**src/rtl/loader_pkg.sv**
```systemverilog
// loader_pkg: shared state encoding, default frame marker and checksum helper
// for the program_loader boot loader.
package loader_pkg;

  typedef enum logic [1:0] {
    IDLE = 2'd0,
    LEN  = 2'd1,
    DATA = 2'd2,
    CHK  = 2'd3
  } loader_state_e;

  localparam logic [7:0] SYNC_BYTE_DEFAULT = 8'hA5;
  localparam int         CHK_WIDTH         = 8;

  // Modulo-256 running checksum step.
  function automatic logic [CHK_WIDTH-1:0] chk_add(
    input logic [CHK_WIDTH-1:0] sum,
    input logic [CHK_WIDTH-1:0] data
  );
    return sum + data;
  endfunction

endpackage

```
**src/rtl/loader_timeout_counter.sv**
```systemverilog
// loader_timeout_counter: inactivity counter for the boot loader; only
// instantiated when LOADER_TIMEOUT_EN is defined.
module loader_timeout_counter #(
  parameter int TIMEOUT_CYCLES = 1024
) (
  input  logic clk,
  input  logic rst_n,
  input  logic clear,
  input  logic active,
  output logic expired
);

  localparam int CNT_W = (TIMEOUT_CYCLES > 2) ? $clog2(TIMEOUT_CYCLES) : 1;
  localparam logic [CNT_W-1:0] LIMIT = CNT_W'(TIMEOUT_CYCLES - 1);

  logic [CNT_W-1:0] count_r;

  // Idle-cycle counter: cleared by any transfer or outside a frame, saturates at the limit.
  always_ff @(posedge clk or negedge rst_n) begin
    if (!rst_n) begin
      count_r <= {CNT_W{1'b0}};
    end else if (clear || !active) begin
      count_r <= {CNT_W{1'b0}};
    end else if (count_r != LIMIT) begin
      count_r <= count_r + CNT_W'(1);
    end else begin
      count_r <= count_r;
    end
  end

  assign expired = active && (count_r == LIMIT);

endmodule

```
**src/rtl/program_loader.sv**
```systemverilog
// program_loader: receives a SYNC/LEN/payload/CHK framed image and writes it to
// program memory from address 0, holding the CPU in reset until a good frame ends.
// Define LOADER_TIMEOUT_EN to abandon frames after TIMEOUT_CYCLES idle cycles.
module program_loader
  import loader_pkg::*;
#(
  parameter int         ADD_WIDTH      = 7,
  parameter int         DATA_WIDTH     = 8,
  parameter logic [7:0] SYNC_BYTE      = SYNC_BYTE_DEFAULT,
  parameter int         TIMEOUT_CYCLES = 1024
) (
  input  logic                  clk,
  input  logic                  rst,
  input  logic                  in_valid,
  input  logic [7:0]            in_data,
  output logic                  in_ready,
  output logic                  pm_wr_en,
  output logic [ADD_WIDTH-1:0]  pm_addr,
  output logic [DATA_WIDTH-1:0] pm_wr_data,
  output logic                  cpu_hold,
  output logic                  load_done,
  output logic                  load_error
);

  localparam int REM_W   = ADD_WIDTH + 1;
  localparam int MAX_LEN = 1 << ADD_WIDTH;

  loader_state_e state_r, state_s;

  logic                  in_ready_r;
  logic [ADD_WIDTH-1:0]  addr_r, addr_s;
  logic [REM_W-1:0]      rem_r, rem_s;
  logic [CHK_WIDTH-1:0]  sum_r, sum_s;
  logic                  wr_en_r, wr_en_s;
  logic [ADD_WIDTH-1:0]  wr_addr_r, wr_addr_s;
  logic [DATA_WIDTH-1:0] wr_data_r, wr_data_s;
  logic                  hold_r, hold_s;
  logic                  done_r, done_s;
  logic                  err_r, err_s;

  logic xfer_s;
  logic timeout_s;
  logic len_too_big_s;
  logic [CHK_WIDTH-1:0] chk_sum_s;

  assign xfer_s        = in_valid && in_ready_r;
  assign len_too_big_s = (ADD_WIDTH < 8) && (int'(in_data) > MAX_LEN);
  assign chk_sum_s     = chk_add(sum_r, in_data);

`ifdef LOADER_TIMEOUT_EN
  loader_timeout_counter #(
    .TIMEOUT_CYCLES(TIMEOUT_CYCLES)
  ) u_timeout (
    .clk     (clk),
    .rst_n   (rst),
    .clear   (xfer_s),
    .active  (state_r != IDLE),
    .expired (timeout_s)
  );
`else
  logic unused_timeout_cfg_s;
  assign unused_timeout_cfg_s = (TIMEOUT_CYCLES > 0);
  assign timeout_s            = 1'b0;
`endif

  // Frame parser: next state, write request and sticky status flags.
  always_comb begin
    state_s   = state_r;
    addr_s    = addr_r;
    rem_s     = rem_r;
    sum_s     = sum_r;
    wr_en_s   = 1'b0;
    wr_addr_s = wr_addr_r;
    wr_data_s = wr_data_r;
    hold_s    = hold_r;
    done_s    = done_r;
    err_s     = err_r;
    case (state_r)
      IDLE: begin
        if (xfer_s && (in_data == SYNC_BYTE)) begin
          state_s = LEN;
          hold_s  = 1'b1;
          done_s  = 1'b0;
          err_s   = 1'b0;
        end else begin
          state_s = IDLE;
        end
      end
      LEN: begin
        if (xfer_s) begin
          if (len_too_big_s) begin
            err_s   = 1'b1;
            state_s = IDLE;
          end else begin
            // A zero length byte stands for a full-memory image.
            rem_s   = (in_data == 8'd0) ? REM_W'(MAX_LEN) : REM_W'(in_data);
            addr_s  = {ADD_WIDTH{1'b0}};
            sum_s   = {CHK_WIDTH{1'b0}};
            state_s = DATA;
          end
        end else if (timeout_s) begin
          err_s   = 1'b1;
          hold_s  = 1'b1;
          state_s = IDLE;
        end else begin
          state_s = LEN;
        end
      end
      DATA: begin
        if (xfer_s) begin
          wr_en_s   = 1'b1;
          wr_addr_s = addr_r;
          wr_data_s = DATA_WIDTH'(in_data);
          addr_s    = addr_r + ADD_WIDTH'(1);
          sum_s     = chk_sum_s;
          rem_s     = rem_r - REM_W'(1);
          if (rem_r == REM_W'(1)) begin
            state_s = CHK;
          end else begin
            state_s = DATA;
          end
        end else if (timeout_s) begin
          err_s   = 1'b1;
          hold_s  = 1'b1;
          state_s = IDLE;
        end else begin
          state_s = DATA;
        end
      end
      CHK: begin
        if (xfer_s) begin
          if (chk_sum_s == {CHK_WIDTH{1'b0}}) begin
            done_s = 1'b1;
            hold_s = 1'b0;
          end else begin
            err_s  = 1'b1;
            hold_s = 1'b1;
          end
          state_s = IDLE;
        end else if (timeout_s) begin
          err_s   = 1'b1;
          hold_s  = 1'b1;
          state_s = IDLE;
        end else begin
          state_s = CHK;
        end
      end
      default: begin
        state_s = IDLE;
      end
    endcase
  end

  // State, datapath and output registers.
  always_ff @(posedge clk or negedge rst) begin
    if (!rst) begin
      state_r    <= IDLE;
      in_ready_r <= 1'b0;
      addr_r     <= {ADD_WIDTH{1'b0}};
      rem_r      <= {REM_W{1'b0}};
      sum_r      <= {CHK_WIDTH{1'b0}};
      wr_en_r    <= 1'b0;
      wr_addr_r  <= {ADD_WIDTH{1'b0}};
      wr_data_r  <= {DATA_WIDTH{1'b0}};
      hold_r     <= 1'b1;
      done_r     <= 1'b0;
      err_r      <= 1'b0;
    end else begin
      state_r    <= state_s;
      in_ready_r <= 1'b1;
      addr_r     <= addr_s;
      rem_r      <= rem_s;
      sum_r      <= sum_s;
      wr_en_r    <= wr_en_s;
      wr_addr_r  <= wr_addr_s;
      wr_data_r  <= wr_data_s;
      hold_r     <= hold_s;
      done_r     <= done_s;
      err_r      <= err_s;
    end
  end

  assign in_ready   = in_ready_r;
  assign pm_wr_en   = wr_en_r;
  assign pm_addr    = wr_addr_r;
  assign pm_wr_data = wr_data_r;
  assign cpu_hold   = hold_r;
  assign load_done  = done_r;
  assign load_error = err_r;

endmodule

```
**config.mk**
```make
export PLATFORM = sky130hd
export DESIGN_NAME = program_loader
export DESIGN_NICKNAME = d
export VERILOG_FILES = /design/src/rtl/loader_pkg.sv /design/src/rtl/loader_timeout_counter.sv /design/src/rtl/program_loader.sv
export SDC_FILE = /design/constraint.sdc
export NUM_CORES = 1
export LEC_CHECK = 0
export ABC_AREA = 1
export BUFFER_PORTS_ARGS = -buffer_cell sky130_fd_sc_hd__buf_2
export CORE_MARGIN = 2
export CORE_UTILIZATION = 40
export DETAILED_ROUTE_END_ITERATION = 7
export PLACE_DENSITY = 0.63
export SETUP_SLACK_MARGIN = 0.15
export SYNTH_ARGS = -nofsm -noshare
export SYNTH_HDL_FRONTEND = slang
export SYNTH_SLANG_ARGS = --single-unit
```
**constraint.sdc**
```tcl
create_clock -name clk -period 2.33 [get_ports clk]
set_clock_uncertainty 0.1 [all_clocks]
set_input_delay 0.233 -clock clk [delete_from_list [all_inputs] [get_ports clk]]
set_output_delay 0.233 -clock clk [all_outputs]
set_load 0.005 [all_outputs]
```
# Word-level counts from Yosys, hierarchy flattened
# Index checks and enable logic that the tools add are counted.
[op_classes] n_lt_le_gt_ge=1 n_eq_ne=13 bitwise_logic=2 n_reduce_logical=13 n_mux=35 add_sub_neg=3
[ops] operator="2-to-1 mux 8 bit" n=7
[ops] operator="case mux 8 bit (2 select lines)" n=2
[ops] operator="2-to-1 mux 7 bit" n=3
[ops] operator="logical NOT 8 bit" n=2
[ops] operator="inequality test 2 bit (second input constant)" n=8
[ops] operator="2-to-1 mux 1 bit" n=14
[ops] operator="case mux 7 bit (2 select lines)" n=1
[ops] operator="adder 8 bit" n=1
[ops] operator="equality test 8 x 1 -> 1 bit (second input constant)" n=1
[ops] operator="equality test 8 bit (second input constant)" n=1
[ops] operator="greater-than comparator 8 bit (second input constant)" n=1
[ops] operator="2-to-1 mux 2 bit" n=4
[ops] operator="case mux 2 bit (4 select lines)" n=1
[ops] operator="AND reduction 4 bit" n=2
[ops] operator="subtractor 8 x 1 -> 8 bit (second input constant)" n=1
[ops] operator="adder 7 x 1 -> 7 bit (second input constant)" n=1
[ops] operator="AND reduction 6 bit" n=1
[ops] operator="equality test 2 bit (second input constant)" n=2
[ops] operator="case mux 1 bit (2 select lines)" n=2
[ops] operator="nonzero test 2 bit" n=2
[ops] operator="case mux 1 bit (3 select lines)" n=1
[ops] operator="AND reduction 3 bit" n=1
[ops] operator="equality test 2 x 1 -> 1 bit (second input constant)" n=1
[ops] operator="logical AND 1 bit" n=2
[ops] operator="4 further kinds" n=5
[word_totals] elab_cells=78 out_inout_bits=20 register_bits=45 input_bits=11

# Depth between registers and ports, before layout
[depth] word_depth=5 depth_mapped=14 ltp_nobuf=14

# Least setup slack after synthesis
# Ideal clock, no wire load.
[synth_timing] path_kind="register to register" startpoint="reg sum_r[0]" endpoint="reg done_r (netlist: load_done)" setup_slack_ns=0.393 required_ns=2.114 path_buffers=0 arrival_ns=1.721 period_less_slack_ns=1.937 path_stages_with_launch=15 setup_time_ns=0.116 path_cell_list="dfrtp_1 -> ha_1 -> fa_1 -> nand2_1 -> nand2_1 -> nand3_1 -> nand2_1 -> nand2_1 -> nand2_1 -> nor2_1 -> nand2_2 -> nand2_1 -> nand2_1 -> nand2_1 -> nand2_1"
[synth_between] elab_chain_cells=4
[synth_lines] element="from (decl)" line="program_loader.sv:33" source="logic [CHK_WIDTH-1:0] sum_r, sum_s;"
[synth_lines] element="from (signal assigned)" line="program_loader.sv:161" source="sum_r <= {CHK_WIDTH{1'b0}};"
[synth_lines] element="from (signal assigned)" line="program_loader.sv:173" source="sum_r <= sum_s;"
[synth_lines] element="adder 8 bit" line="loader_pkg.sv:20" source="return sum + data;"
[synth_lines] element="logical NOT 8 bit" line="program_loader.sv:132" source="if (chk_sum_s == {CHK_WIDTH{1'b0}}) begin"
[synth_lines] element="inequality test 2 bit (no source line)"
[synth_lines] element="AND reduction 4 bit (no source line)"
[synth_lines] element="to (signal assigned)" line="program_loader.sv:178" source="done_r <= done_s;"
[synth_lines] element="to (decl)" line="program_loader.sv:38" source="logic done_r, done_s;"
# No other way between the ends.
# A chain may end at the register's enable or synchronous reset.

# Final worst setup path
# Ends and elaborated chain as after synthesis.

==> impl_metrics.yaml <==
timing:
  finalSetupTns_ns: 0
  slew_headroom: 0.615
  grt_setup_unrepaired: "true"
  maxSlewViolCount: 0
  hold_violations: 0
  worst_slew_pin_slew_ns: 0.577
  fin_ws_ns: 0.342
  hold_slack_ns: 0.173
  clock.fmax_mhz: 503
  finalCriticalPeriod_ns: 1.99
  period_share: 0.853
  setup_viol: 0
cts:
  path_clk_slew_ns: 0.09
  cts_max_path_buffers: 2
  cts-buffers-inserted: 5
  cts_root_buf: "clkbuf_8"
  clk_latency_ns: 0.29
  h-tree-depth: 2
  cts_tree: "built"
  clock-sinks: 45
yosys:
  synth_fa_ha_area_frac: 0.0755
  yosysWarnings: 0
  synth_seq_area_share: 0.436
  async_flop_share: 1.00
  synthFlopType: "dfrtp_1"
  synth-simple-area-share: 0.274
  synth.avg_cell_area_um2: 7.70
  synth_cell_type_count: 32
  synth_top_family_by_area: "simple AND/OR/NAND/NOR gates"
  synth_seq_cells: 45
  syn_nets: 362
  synth-edff-count: 0
  netlist_area_um2: 2590
  synth_compound_area_frac: 0.0929
  syn_inst: 336
  muxShareOfSynthArea: 0
  synthXorXnorAreaFrac: 0.0339
finish:
  fillCellCount: 650
  fin_cells: 450
  nets: 398
  finish.instance_area_um2: 2940
  drive_gt1_frac: 0.166
  syn2layout_area_growth_pct: 13.8
  seqCellArea_um2: 1130
  mostFrequentLayoutCells: "nand2_1 (112), dfrtp_1 (44), inv_1 (39)"
  multi_input_area_um2: 1250
  antenna_cells: 0
  mostFrequentLayoutCell: "nand2_1"
  postLayoutCoreUtil: 0.466
worst_hold_path:
  hold_path_depth: 3
  min_path_type: "input port to register"
die:
  die_y_um: 84.4
  io_pins: 31
  num_rows: 29
  die_area_um2: 7130
  core_area_um2: 6310
  die_w_um: 84.4
  start_util: 0.410
global_route:
  grt_overflow: 0
  grt_max_degree: 46
  grt_first_pass_wirelength_um: 9660
  grt_use_met1: 0.240
  top_usage_layer: "met2"
  use_met3: 0.0334
  grt_usage: 0.169
  antenna_found_initial: 0
  grt_use_met2: 0.258
  grt_pass1_vias: 2036
power:
  ir_drop_v: 0.000408
  leakage_nw: 1.60
  power_mw: 2.97
  pwr_density_cell_nw_per_um2: 1010
setup_path:
  critical-path-top-delay-family: "simple AND/OR/NAND/NOR gates"
  cp_common_cell: "nand2_1"
  start_kind: "register"
  critPathMaxStageDelay_ns: 0.45
  setup.worst_path.class: "register to register"
  required_ns: 2.42
  reg2reg_depth: 12
  cp.arrival_ns: 2.08
  path_cells: "ha_2, fa_2, nor2_1, nand2_1, nor2_1, nand3_1, nor2_2, nand2_2, nand2_1, nand2_1, nand2_1, nand2_1"
  endpoint_kind: "register"
  path_depth: 12
  crit_path_max_fanout: 4
  slowest_stage: "fa_2"
  worst-path-buf-inv: 0
flow_run:
  cap_viol_max_count: 0
routing:
  avgViaCountPerCell: 4.86
  vias: 2186
  drc: 0
  drt_pass1_iterations: 4
  drt-wirelength-per-cell_um: 12.3
  drt_wl_total_um: 5520
  detail-route-antenna-nets: 0
  drtIter0Drc: 143
run_status:
  status: "completed"
placed_design:
  place_worst_setup_slack_ns: 0.233
  place.gp.congestion: 0.840
  place_area_um2: 2810
  io_buffers: 30
  place_inst: 439
  dpl.hpwl_um: 4100
## power by group
group          switching (mW)  internal [mW]  leakage (nW)
Clock                   0.262          0.207        0.0439
Sequential              0.225           1.09         0.575
Combinational           0.674          0.513         0.981
## synth_stat cells (all sizes together), types with 2 or more instances
library cell / count / area, um^2
inv: 43 / 164
dfrtp: 44 / 1100
clkbuf: 2 / 7.51
buf: 6 / 47.5
nor2: 21 / 88.8
o21ai: 37 / 196
ha: 14 / 175
a21oi: 7 / 35.0
nand4: 8 / 50.1
xor2: 9 / 78.8
or2: 2 / 15.0
nand2: 114 / 433
nor3: 2 / 10.0
nand3: 20 / 105
## flip-flops by register name, indices dropped and copies added, names as in the netlist, 2 cells and up
name / flops
addr_r: 7
pm_addr: 7
pm_wr_data: 8
rem_r: 8
state_r: 2
sum_r: 8
## final cells by class
class / count / share of cell area
clock inverters: 3 / 0.00595
repair buffers: 37 / 0.0739
flip-flops and latches: 45 / 0.383
clock buffers: 5 / 0.0234
inverters: 44 / 0.0569
multi-input cells: 239 / 0.424
well taps: 77 / 0.0327
## per-layer routing
metal  routed length [um]  vias to the layer above
li1                     -                     1128
met1                 2750                     1001
met2                 2480                       49
met3                  200                        8
met4                   89                        0
met5                    0                        -
## worst min-delay path, stage by stage
cell and delay, ns:
buf_2 0.12, inv_1 0.08, o21ai_0 0.09
## kinds of logic (layout without fill, tap and decap cells)
kind of cell             after synthesis  in the layout
AND/OR/NAND/NOR                      168            168
buffers and inverters                 52             89
AO/OA/AOI/OAI                         45             45
flip-flops                            45             45
adder cells (fa/ha/maj)               15             15
XOR/XNOR                              10             10
other                                  1              1
## repair_timing
action | CTS | global route
buffers inserted | 0 | 2
endpoints found under the setup margin | 0 | 5
endpoints found under the hold margin | 44 | 0
resized for setup | 0 | 4
hold buffers | 1 | 0
## path summary, 6_finish.rpt
path                                 endpoint        from  slack, ns
worst max-delay path                load_done    sum_r[0]       0.34
max in group asynchronous       pm_wr_data[1]         rst       1.29
worst min register to register     pm_addr[6]  pm_addr[6]       0.37
worst max register to register      load_done    sum_r[0]       0.34
min in group asynchronous          pm_addr[4]         rst       0.46
worst min-delay path            pm_wr_data[0]  in_data[0]       0.17
No activity file was read; power rests on OpenSTA's default activity.
